**src/rtl/debug_bridge.sv**
```systemverilog
// UART debug bridge: host commands for ping, pause/resume/step, breakpoints and program
// download, with signal snapshot frames sent back over the same serial link.
module debug_bridge #(
  parameter int unsigned CLKS_PER_BIT = 868,
  parameter int unsigned ISA_WIDTH    = 32,
  parameter int unsigned ADDR_WIDTH   = 14,
  parameter int unsigned SIG_WORDS    = 2,
  parameter int unsigned BP_COUNT     = 4
) (
  input  logic                          clk,
  input  logic                          rst_n,
  input  logic                          uart_rx,
  output logic                          uart_tx,
  input  logic [ISA_WIDTH-1:0]          pc,
  input  logic [SIG_WORDS*ISA_WIDTH-1:0] signals,
  output logic [ADDR_WIDTH-1:0]         uart_addr,
  output logic [ISA_WIDTH-1:0]          uart_data,
  output logic                          uart_write_enable,
  output logic                          debug_pause,
  output logic                          uart_complete
);

  localparam int unsigned CntW     = $clog2(CLKS_PER_BIT);
  localparam int unsigned IsaBytes = ISA_WIDTH / 8;
  localparam int unsigned SigW     = SIG_WORDS * ISA_WIDTH;
  localparam int unsigned SigBytes = SigW / 8;
  localparam int unsigned Timeout  = 10 * CLKS_PER_BIT;
  localparam int unsigned IdleW    = $clog2(Timeout + 1);
  localparam int unsigned ByteCntW = $clog2(IsaBytes + 1);
  localparam int unsigned IdxW     = $clog2(SigBytes + 2);
  localparam int unsigned BpW      = (BP_COUNT > 1) ? $clog2(BP_COUNT) : 1;

  localparam logic [CntW-1:0] BitLast  = CntW'(CLKS_PER_BIT - 1);
  localparam logic [CntW-1:0] HalfLast = CntW'(CLKS_PER_BIT / 2 - 1);

  typedef enum logic [1:0] {RxIdle, RxStart, RxData, RxStop} rx_state_e;
  typedef enum logic [1:0] {TxIdle, TxStart, TxData, TxStop} tx_state_e;
  typedef enum logic [2:0] {CmdOpcode, CmdProgram, CmdBpIdx, CmdBpPc, CmdClrIdx} cmd_state_e;

  // ---------------- receiver ----------------
  logic            rx_s1_q, rx_s2_q;
  rx_state_e       rx_state_q, rx_state_d;
  logic [CntW-1:0] rx_cnt_q, rx_cnt_d;
  logic [2:0]      rx_bit_q, rx_bit_d;
  logic [7:0]      rx_shift_q, rx_shift_d;
  logic            rx_valid;
  logic [7:0]      rx_byte;

  assign rx_byte = rx_shift_q;

  always_comb begin
    rx_state_d = rx_state_q;
    rx_cnt_d   = rx_cnt_q + 1'b1;
    rx_bit_d   = rx_bit_q;
    rx_shift_d = rx_shift_q;
    rx_valid   = 1'b0;
    unique case (rx_state_q)
      RxIdle: begin
        rx_cnt_d = '0;
        if (!rx_s2_q) rx_state_d = RxStart;
      end
      RxStart: if (rx_cnt_q == HalfLast) begin
        rx_cnt_d   = '0;
        rx_bit_d   = '0;
        rx_state_d = rx_s2_q ? RxIdle : RxData;
      end
      RxData: if (rx_cnt_q == BitLast) begin
        rx_cnt_d   = '0;
        rx_shift_d = {rx_s2_q, rx_shift_q[7:1]};
        rx_bit_d   = rx_bit_q + 1'b1;
        if (rx_bit_q == 3'd7) rx_state_d = RxStop;
      end
      RxStop: if (rx_cnt_q == BitLast) begin
        rx_valid   = rx_s2_q;  // low stop bit drops the byte
        rx_state_d = RxIdle;
      end
      default: rx_state_d = RxIdle;
    endcase
  end

  always_ff @(posedge clk or negedge rst_n) begin
    if (!rst_n) begin
      rx_s1_q    <= 1'b1;
      rx_s2_q    <= 1'b1;
      rx_state_q <= RxIdle;
      rx_cnt_q   <= '0;
      rx_bit_q   <= '0;
      rx_shift_q <= '0;
    end else begin
      rx_s1_q    <= uart_rx;
      rx_s2_q    <= rx_s1_q;
      rx_state_q <= rx_state_d;
      rx_cnt_q   <= rx_cnt_d;
      rx_bit_q   <= rx_bit_d;
      rx_shift_q <= rx_shift_d;
    end
  end

  // ---------------- transmitter ----------------
  tx_state_e       tx_state_q, tx_state_d;
  logic [CntW-1:0] tx_cnt_q, tx_cnt_d;
  logic [2:0]      tx_bit_q, tx_bit_d;
  logic [7:0]      tx_shift_q, tx_shift_d;
  logic            tx_q, tx_d;
  logic            tx_go;
  logic [7:0]      tx_byte;

  always_comb begin
    tx_state_d = tx_state_q;
    tx_cnt_d   = tx_cnt_q + 1'b1;
    tx_bit_d   = tx_bit_q;
    tx_shift_d = tx_shift_q;
    tx_d       = tx_q;
    unique case (tx_state_q)
      TxIdle: begin
        tx_cnt_d = '0;
        tx_d     = 1'b1;
        if (tx_go) begin
          tx_shift_d = tx_byte;
          tx_d       = 1'b0;
          tx_state_d = TxStart;
        end
      end
      TxStart: if (tx_cnt_q == BitLast) begin
        tx_cnt_d   = '0;
        tx_bit_d   = '0;
        tx_d       = tx_shift_q[0];
        tx_state_d = TxData;
      end
      TxData: if (tx_cnt_q == BitLast) begin
        tx_cnt_d = '0;
        if (tx_bit_q == 3'd7) begin
          tx_d       = 1'b1;
          tx_state_d = TxStop;
        end else begin
          tx_shift_d = tx_shift_q >> 1;
          tx_d       = tx_shift_q[1];
          tx_bit_d   = tx_bit_q + 1'b1;
        end
      end
      TxStop: if (tx_cnt_q == BitLast) tx_state_d = TxIdle;
      default: tx_state_d = TxIdle;
    endcase
  end

  always_ff @(posedge clk or negedge rst_n) begin
    if (!rst_n) begin
      tx_state_q <= TxIdle;
      tx_cnt_q   <= '0;
      tx_bit_q   <= '0;
      tx_shift_q <= '0;
      tx_q       <= 1'b1;
    end else begin
      tx_state_q <= tx_state_d;
      tx_cnt_q   <= tx_cnt_d;
      tx_bit_q   <= tx_bit_d;
      tx_shift_q <= tx_shift_d;
      tx_q       <= tx_d;
    end
  end

  assign uart_tx = tx_q;

  // ---------------- frame sequencer with one pending slot ----------------
  logic            req_new, req_sig;
  logic            frame_busy_q, frame_busy_d, frame_sig_q, frame_sig_d;
  logic [IdxW-1:0] frame_idx_q, frame_idx_d, frame_last;
  logic [SigW-1:0] snap_q, snap_d, pend_snap_q, pend_snap_d;
  logic            pend_valid_q, pend_valid_d, pend_sig_q, pend_sig_d;

  assign frame_last = frame_sig_q ? IdxW'(SigBytes + 1) : IdxW'(1);
  assign tx_byte    = (frame_idx_q == '0) ? (frame_sig_q ? 8'h01 : 8'h02) : snap_q[7:0];

  always_comb begin
    frame_busy_d = frame_busy_q;
    frame_sig_d  = frame_sig_q;
    frame_idx_d  = frame_idx_q;
    snap_d       = snap_q;
    pend_valid_d = pend_valid_q;
    pend_sig_d   = pend_sig_q;
    pend_snap_d  = pend_snap_q;
    tx_go        = 1'b0;
    if (frame_busy_q && tx_state_q == TxIdle) begin
      if (frame_idx_q != frame_last) begin
        tx_go       = 1'b1;
        frame_idx_d = frame_idx_q + 1'b1;
        if (frame_idx_q != '0) snap_d = snap_q >> 8;
      end else begin
        frame_busy_d = 1'b0;
      end
    end
    if (!frame_busy_q) begin
      if (pend_valid_q) begin
        frame_busy_d = 1'b1;
        frame_sig_d  = pend_sig_q;
        snap_d       = pend_snap_q;
        frame_idx_d  = '0;
        pend_valid_d = 1'b0;
      end else if (req_new) begin
        frame_busy_d = 1'b1;
        frame_sig_d  = req_sig;
        snap_d       = signals;
        frame_idx_d  = '0;
      end
    end
    // A request not started directly lands in the slot if the slot is (or is becoming) free.
    if (req_new && (frame_busy_q ? !pend_valid_q : pend_valid_q)) begin
      pend_valid_d = 1'b1;
      pend_sig_d   = req_sig;
      pend_snap_d  = signals;
    end
  end

  always_ff @(posedge clk or negedge rst_n) begin
    if (!rst_n) begin
      frame_busy_q <= 1'b0;
      frame_sig_q  <= 1'b0;
      frame_idx_q  <= '0;
      snap_q       <= '0;
      pend_valid_q <= 1'b0;
      pend_sig_q   <= 1'b0;
      pend_snap_q  <= '0;
    end else begin
      frame_busy_q <= frame_busy_d;
      frame_sig_q  <= frame_sig_d;
      frame_idx_q  <= frame_idx_d;
      snap_q       <= snap_d;
      pend_valid_q <= pend_valid_d;
      pend_sig_q   <= pend_sig_d;
      pend_snap_q  <= pend_snap_d;
    end
  end

  // ---------------- command decoder ----------------
  cmd_state_e          cmd_q, cmd_d;
  logic                pause_q, pause_d, step_q, step_d;
  logic [BP_COUNT-1:0] bp_en_q, bp_en_d;
  logic [ISA_WIDTH-1:0] bp_pc_q [BP_COUNT];
  logic [ISA_WIDTH-1:0] bp_pc_d [BP_COUNT];
  logic [BpW-1:0]      bp_idx_q, bp_idx_d;
  logic                bp_ok_q, bp_ok_d, bp_hit;
  logic [ByteCntW-1:0] byte_cnt_q, byte_cnt_d;
  logic [ISA_WIDTH-1:0] word_q, word_d, word_next, data_q, data_d;
  logic [ADDR_WIDTH-1:0] addr_q, addr_d;
  logic                we_q, we_d, complete_q, complete_d;
  logic [IdleW-1:0]    idle_q, idle_d;
  logic                last_byte;

  assign word_next = (word_q >> 8) | (ISA_WIDTH'(rx_byte) << (ISA_WIDTH - 8));
  assign last_byte = (byte_cnt_q == ByteCntW'(IsaBytes - 1));

  always_comb begin
    bp_hit = 1'b0;
    for (int unsigned i = 0; i < BP_COUNT; i++) begin
      if (bp_en_q[i] && pc == bp_pc_q[i]) bp_hit = 1'b1;
    end
  end

  always_comb begin
    cmd_d      = cmd_q;
    pause_d    = pause_q;
    step_d     = 1'b0;
    bp_en_d    = bp_en_q;
    bp_pc_d    = bp_pc_q;
    bp_idx_d   = bp_idx_q;
    bp_ok_d    = bp_ok_q;
    byte_cnt_d = byte_cnt_q;
    word_d     = word_q;
    data_d     = data_q;
    addr_d     = we_q ? addr_q + 1'b1 : addr_q;
    we_d       = 1'b0;
    complete_d = 1'b0;
    idle_d     = idle_q;
    req_new    = 1'b0;
    req_sig    = 1'b0;

    if (step_q || (!pause_q && bp_hit)) begin
      pause_d = 1'b1;
      req_new = 1'b1;
      req_sig = 1'b1;
    end

    unique case (cmd_q)
      CmdOpcode: if (rx_valid) begin
        case (rx_byte)
          8'h03: begin req_new = 1'b1; req_sig = 1'b0; end
          8'h04: begin pause_d = 1'b1; req_new = 1'b1; req_sig = 1'b1; end
          8'h05: pause_d = 1'b0;
          8'h06: if (pause_q) begin pause_d = 1'b0; step_d = 1'b1; end
          8'h07: begin
            pause_d    = 1'b1;
            addr_d     = '0;
            byte_cnt_d = '0;
            idle_d     = '0;
            cmd_d      = CmdProgram;
          end
          8'h08: cmd_d = CmdBpIdx;
          8'h09: cmd_d = CmdClrIdx;
          default: ;
        endcase
      end
      CmdProgram: begin
        if (!rx_s2_q || rx_state_q != RxIdle) begin
          idle_d = '0;
        end else if (idle_q == IdleW'(Timeout - 1)) begin
          complete_d = 1'b1;
          byte_cnt_d = '0;
          cmd_d      = CmdOpcode;
        end else begin
          idle_d = idle_q + 1'b1;
        end
        if (rx_valid) begin
          word_d     = word_next;
          byte_cnt_d = byte_cnt_q + 1'b1;
          if (last_byte) begin
            byte_cnt_d = '0;
            data_d     = word_next;
            we_d       = 1'b1;
          end
        end
      end
      CmdBpIdx: if (rx_valid) begin
        bp_idx_d   = rx_byte[BpW-1:0];
        bp_ok_d    = 32'(rx_byte) < BP_COUNT;
        byte_cnt_d = '0;
        cmd_d      = CmdBpPc;
      end
      CmdBpPc: if (rx_valid) begin
        word_d     = word_next;
        byte_cnt_d = byte_cnt_q + 1'b1;
        if (last_byte) begin
          byte_cnt_d = '0;
          cmd_d      = CmdOpcode;
          if (bp_ok_q) begin
            bp_pc_d[bp_idx_q] = word_next;
            bp_en_d[bp_idx_q] = 1'b1;
          end
        end
      end
      CmdClrIdx: if (rx_valid) begin
        if (32'(rx_byte) < BP_COUNT) bp_en_d[rx_byte[BpW-1:0]] = 1'b0;
        cmd_d = CmdOpcode;
      end
      default: cmd_d = CmdOpcode;
    endcase
  end

  always_ff @(posedge clk or negedge rst_n) begin
    if (!rst_n) begin
      cmd_q      <= CmdOpcode;
      pause_q    <= 1'b1;
      step_q     <= 1'b0;
      bp_en_q    <= '0;
      bp_pc_q    <= '{default: '0};
      bp_idx_q   <= '0;
      bp_ok_q    <= 1'b0;
      byte_cnt_q <= '0;
      word_q     <= '0;
      data_q     <= '0;
      addr_q     <= '0;
      we_q       <= 1'b0;
      complete_q <= 1'b0;
      idle_q     <= '0;
    end else begin
      cmd_q      <= cmd_d;
      pause_q    <= pause_d;
      step_q     <= step_d;
      bp_en_q    <= bp_en_d;
      bp_pc_q    <= bp_pc_d;
      bp_idx_q   <= bp_idx_d;
      bp_ok_q    <= bp_ok_d;
      byte_cnt_q <= byte_cnt_d;
      word_q     <= word_d;
      data_q     <= data_d;
      addr_q     <= addr_d;
      we_q       <= we_d;
      complete_q <= complete_d;
      idle_q     <= idle_d;
    end
  end

  assign uart_addr         = addr_q;
  assign uart_data         = data_q;
  assign uart_write_enable = we_q;
  assign debug_pause       = pause_q;
  assign uart_complete     = complete_q;

endmodule

```
**config.mk**
```make
export PLATFORM = sky130hd
export DESIGN_NAME = debug_bridge
export DESIGN_NICKNAME = d
export VERILOG_FILES = /design/src/rtl/debug_bridge.sv
export SDC_FILE = /design/constraint.sdc
export NUM_CORES = 1
export LEC_CHECK = 0
export CORE_MARGIN = 10
export CORE_UTILIZATION = 30
export CTS_CLUSTER_DIAMETER = 30
export DETAILED_ROUTE_END_ITERATION = 8
export PLACE_DENSITY = 0.55
export SLEW_MARGIN = 20
export SYNTH_ARGS = -nofsm -noshare
export SYNTH_HDL_FRONTEND = slang
export SYNTH_SLANG_ARGS = --single-unit
```
**constraint.sdc**
```tcl
create_clock -name clk -period 2.5 [get_ports clk]
set_input_delay 0.75 -clock clk [delete_from_list [all_inputs] [get_ports clk]]
set_output_delay 0.75 -clock clk [all_outputs]
set_load 0.01 [all_outputs]
```
Yosys cells after proc, flatten, opt, wreduce, memory -nomap -nowiden
Cells that the tools add are included.
{"block": "op_classes", "add_sub_neg": 8, "order_cmp": 7, "eq_ne": 55, "n_mux": 125, "bitwise": 6, "n_reduce_logical": 49}
{"cell": "$mux W64", "count": 6}
{"cell": "$bwmux W128", "count": 1}
{"cell": "$eq A32 B32 Y1", "count": 4}
{"cell": "$mux W14", "count": 8}
{"cell": "$demux W32 S2", "count": 1}
{"cell": "$mux W3", "count": 17}
{"cell": "$mux W1", "count": 44}
{"cell": "$mux W4", "count": 11}
{"cell": "$ne A2 B2 Y1 const B", "count": 20}
{"cell": "$eq A8 B3 Y1 const B", "count": 4}
{"cell": "$mux W32", "count": 1}
{"cell": "$mux W8", "count": 4}
{"cell": "$or A24 B32 Y32", "count": 1}
{"cell": "$mux W10", "count": 3}
{"cell": "$pmux W10 S3", "count": 1}
{"cell": "$add A14 B1 Y14 const B", "count": 2}
{"cell": "$pmux W14 S2", "count": 1}
{"cell": "$mux W2", "count": 12}
{"cell": "$add A10 B1 Y10 const B", "count": 2}
{"cell": "$eq A10 B10 Y1 const B", "count": 2}
{"cell": "$pmux W10 S2", "count": 1}
{"cell": "$eq A8 B4 Y1 const B", "count": 2}
{"cell": "$pmux W2 S4", "count": 2}
{"cell": "$pmux W8 S2", "count": 1}
{"cell": "other kinds (49)", "count": 99}
{"block": "totals", "register_bits": 422, "inputBits": 99, "out_inout_bits": 50, "word_cells": 285}

Logic depth before layout (Yosys ltp)
{"block": "depth", "word_depth": 15, "ltp_mapped": 11, "ltp_nobuf": 8}

Worst setup path after synthesis
No wires, ideal clock.
{"block": "synth_timing", "path_type": "input to register", "start": "input port pc[12]", "end": "register pend_snap_q[15]", "setup_time_ns": 0.127, "arrival_ns": 2.833, "required_ns": 2.373, "setup_slack_ns": -0.461, "stages": 9, "n_path_buf": 2, "cell_sequence": "xor2_1 > nor4_1 > nand4_1 > or4_1 > a41oi_2 > o21ba_2 > buf_6 > buf_8 > mux2_1"}
{"block": "synth_between", "elab_chain_len": 13, "elab_cells_between_ends": 19, "classes_between": "eq/ne (4); mux (8); reduce/logical (7)"}
{"item": "start: declaration", "line_no": "14", "text": "input logic [ISA_WIDTH-1:0] pc,"}
{"item": "$eq A32 B32 Y1", "line_no": "255", "text": "if (bp_en_q[i] && pc == bp_pc_q[i]) bp_hit = 1'b1;"}
{"item": "$logic_and A1 B1 Y1", "line_no": "255"}
{"item": "$mux W1 (3 in a row)", "line_no": "255"}
{"item": "$mux W1 (*)", "line_no": "255"}
{"item": "$logic_and A1 B1 Y1 (*)", "line_no": "277", "text": "if (step_q || (!pause_q && bp_hit)) begin"}
{"item": "$logic_or A1 B1 Y1 (*)", "line_no": "277"}
{"item": "$mux W1 (*)", "line_no": "277"}
{"item": "$mux W1", "line_no": "285", "text": "case (rx_byte)"}
{"item": "$mux W1", "line_no": "284", "text": "CmdOpcode: if (rx_valid) begin"}
{"item": "$mux W1 (*)", "line_no": "283", "text": "unique case (cmd_q)"}
{"item": "$logic_and A1 B1 Y1 (*)", "line_no": "207", "text": "if (req_new && (frame_busy_q ? !pend_valid_q : pend_valid_q)) begin"}
{"item": "end signal: assignment", "line_no": "230", "text": "pend_snap_q <= pend_snap_d;"}
{"item": "end: declaration", "line_no": "168", "text": "logic [SigW-1:0] snap_q, snap_d, pend_snap_q, pend_snap_d;"}
Every way passes the cells marked *; elsewhere a longest branch is shown, timed or not.
A chain may end at the register's enable or synchronous reset.

Worst setup path in the final report
{"block": "layout_timing", "start": "input port pc[10]", "end": "register pend_snap_q[43]"}
The elaborated chain is that of the path after synthesis.

==> impl_metrics.yaml <==
yosys:
  synth-compound-area-share_pct: 7.34
  synth_top_cell_area_share_pct: 52.5
  synthAdderAreaFrac_pct: 1.20
  yosysMostFrequentCell: "dfrtp_1"
  synth_top_area_cell: "dfrtp_1"
  synthCells: 1686
  synth_common_cells: "dfrtp_1 (410), nand2_1 (282), mux2_2 (173)"
  synth_cell_types: 68
  syn_nets: 1803
  yosysWarnings: 0
  synth_top_family_by_area: "multiplexers"
  syn_area_mm2: 0.0196
  synth_xor_area_share_pct: 7.21
  async_flop_share_pct: 100
  synth_mux_area_share_pct: 16.5
  synth-main-ff-cell: "dfrtp_1"
  synth-edff-count: 0
  ys_top_cells_by_area: "dfrtp_1 (52%), mux2_2 (10%), xor2_1 (6.1%)"
  syn_area_per_cell_um2: 11.6
  yosysSeqAreaShare_pct: 53.0
  yosys.area_share.simple_pct: 12.0
  synth_seq_cells: 414
worst_setup_path:
  path_max_fanout: 5
  startpoint_type: "input pin"
  criticalPathCategory: "input pin to flop"
  rr_endpoint: "pend_snap_q[43]"
  cp.required_ns: 3.02
  r2r-start: "bp_pc_q[113]"
  rr_worst_depth: 11
  worstPathArrival_ns: 3.56
  end_kind: "flop"
  reg2reg_slack_ns: -0.51
global_route:
  grt_pass1_wl_mm: 89.6
  gr-total-overflow: 0
  antenna_found_initial: 2
  grt_start_max_net_pins: 76
  grt_pass1_vias: 15400
  grt_usage_pct: 15.0
power:
  p_per_area_mw_per_mm2: 762
  leakage_nw: 13.1
  max-vdd-ir-drop_mv: 0.541
  total_power_w: 0.0217
job:
  max-cap-violations: 0
die:
  core-area_mm2: 0.0645
  die_y_um: 275
  dieWidth_um: 275
  num_rows: 93
  io_pins: 149
  start_util_pct: 30.3
  die_area_mm2: 0.0758
detailed_routing:
  viasPerCell: 4.83
  drtIter0Drc: 794
  dr.pass1.iters: 4
  ant_nets: 0
  drc_errors: 0
  routed_wl_mm: 57.6
  num_vias: 14400
  wl_per_cell_um: 19.3
cts:
  cts_tree: "built"
  insertion_delay_ns: 0.66
  clock-sinks: 414
  cts_root_buffer: "clkbuf_16"
  clockBufferDepth: 3
  cts_buffers: 103
  cts.htree.levels: 3
  clkTransAtPathRegs_ns: 0.04
hold_path:
  min_to: "rx_s2_q"
  hold_depth: 0
  hp-class: "flop to flop"
  hp-start: "rx_s1_q"
run_status:
  violations: "negative setup slack"
  status: "finished, violations left"
place:
  place_congestion: 0.832
  dp_hpwl_mm: 36.7
  numPortBuffers: 148
timing:
  finalHoldViolations: 0
  fin_worst_skew_ns: 0.0511
  max_freq_mhz: 328
  worstMarginPinSlew_ns: 0.842
  rsz0062_at_grt: "true"
  whs_ns: 0.353
  worst_slack_ns: -0.547
  period_minus_slack_ns: 3.05
  maxSlewHeadroom_pct: 43.6
  min_period_over_period_pct: 122
  slew_viol_final: 0
  setup_viol: 137
layout:
  final_core_util_pct: 44.2
  fin_nets: 2153
  area_delta_synth_final_pct: 45.8
  drive_above_1_share_pct: 34.0
cells in the final DEF, fill, tap and decap left out, types with 62 or more instances in the layout:
master / count
xor2_1: 130
clkdlybuf4s50_1: 113
mux2_2: 160
nand2_1: 282
mux2_4: 62
dfrtp_1: 409
nor2_1: 73
mux2i_1: 62
buf_4: 109
clkbuf_16: 113
stage by stage:
| step | setup TNS, ns | std cells | cell area (um^2) | worst slack (ns) |
|---|---|---|---|---|
| 5_1_grt | -64.35 | 2980 | 28500 | -0.591 |
| 6_report | -58.54 | 2981 | 28500 | -0.547 |
| 4_1_cts | -65.85 | 2963 | 28000 | -0.563 |
| 3_3_place_gp | -214.60 | 2742 | 23300 | -1.61 |
| 2_1_floorplan | -37.50 | 1686 | 19800 | -0.408 |
| 3_5_place_dp | -225.26 | 2742 | 23300 | -1.70 |
registers in the layout, summed over array words and instances, names as in the netlist, 10 cells and up, named ones only:
signal / count
bp_pc_q: 128
pend_snap_q: 64
snap_q: 64
uart_data: 32
word_q: 24
idle_q: 14
uart_addr: 14
rx_cnt_q: 10
tx_cnt_q: 10
power by group:
group / leakage (nW) / internal, W / switching [W]
clock network: 1.89 / 0.0102 / 0.00427
logic: 5.85 / 0.000246 / 0.000334
registers: 5.40 / 0.00673 / 0.000000976
layout make-up:
type	instances	area, um^2
tap	855	1070
sequential	414	10400
clock buffer	132	2920
timing repair buffer	331	3670
multi-input combinational	1170	9500
inverter	16	60.1
clock inverter	62	935
fill	5956	35900
antenna	1	2.50
cells by family after synthesis:
| family | Yosys count |
|---|---|
| AND/OR/NAND/NOR | 516 |
| buffers and inverters | 103 |
| multiplexers | 294 |
| AO/OA/AOI/OAI | 179 |
| XOR/XNOR | 161 |
| adder cells (fa/ha/maj) | 19 |
| flip-flops | 414 |
worst max-delay path by stage:
stage | start | endpoint | slack [ns] | cells after the start
global placement | pc[23] | pend_snap_q[0] | -1.61 | 10
floorplan | pc[6] | pend_snap_q[15] | -0.41 | 9
finish | pc[10] | pend_snap_q[43] | -0.55 | 13
global route | bp_pc_q[34] | pend_snap_q[54] | -0.59 | 11
detailed placement | pc[23] | pend_snap_q[62] | -1.70 | 10
CTS | bp_pc_q[113] | snap_q[60] | -0.56 | 12
routing by layer:
metal	vias up	track usage [%]	routed length [um]
li1	6700	-	-
met1	7327	19.8	26200
met2	270	24.3	27700
met3	102	2.97	2500
met4	2	4.70	1160
met5	-	0	14
worst max-delay path: stages:
cell and delay (ns):
dlygate4sd2_1 0.29, buf_6 0.16, xor2_4 0.19, nor4_2 0.22, buf_4 0.17, nand3_2 0.07, or4_4 0.45, a41oi_4 0.34
o21ba_4 0.26, buf_6 0.13, buf_12 0.11, buf_16 0.13, mux2_4 0.29
what timing repair did:
item / CTS / global route
pin swaps: 32 / 39
buffers inserted: 15 / 8
hold buffers: 1 / 0
endpoints found under the setup margin: 200 / 215
hold endpoints to repair: 2 / 0
cloned: 12 / 12
gates resized for setup: 148 / 69
No activity file was read; power rests on OpenSTA's default activity.
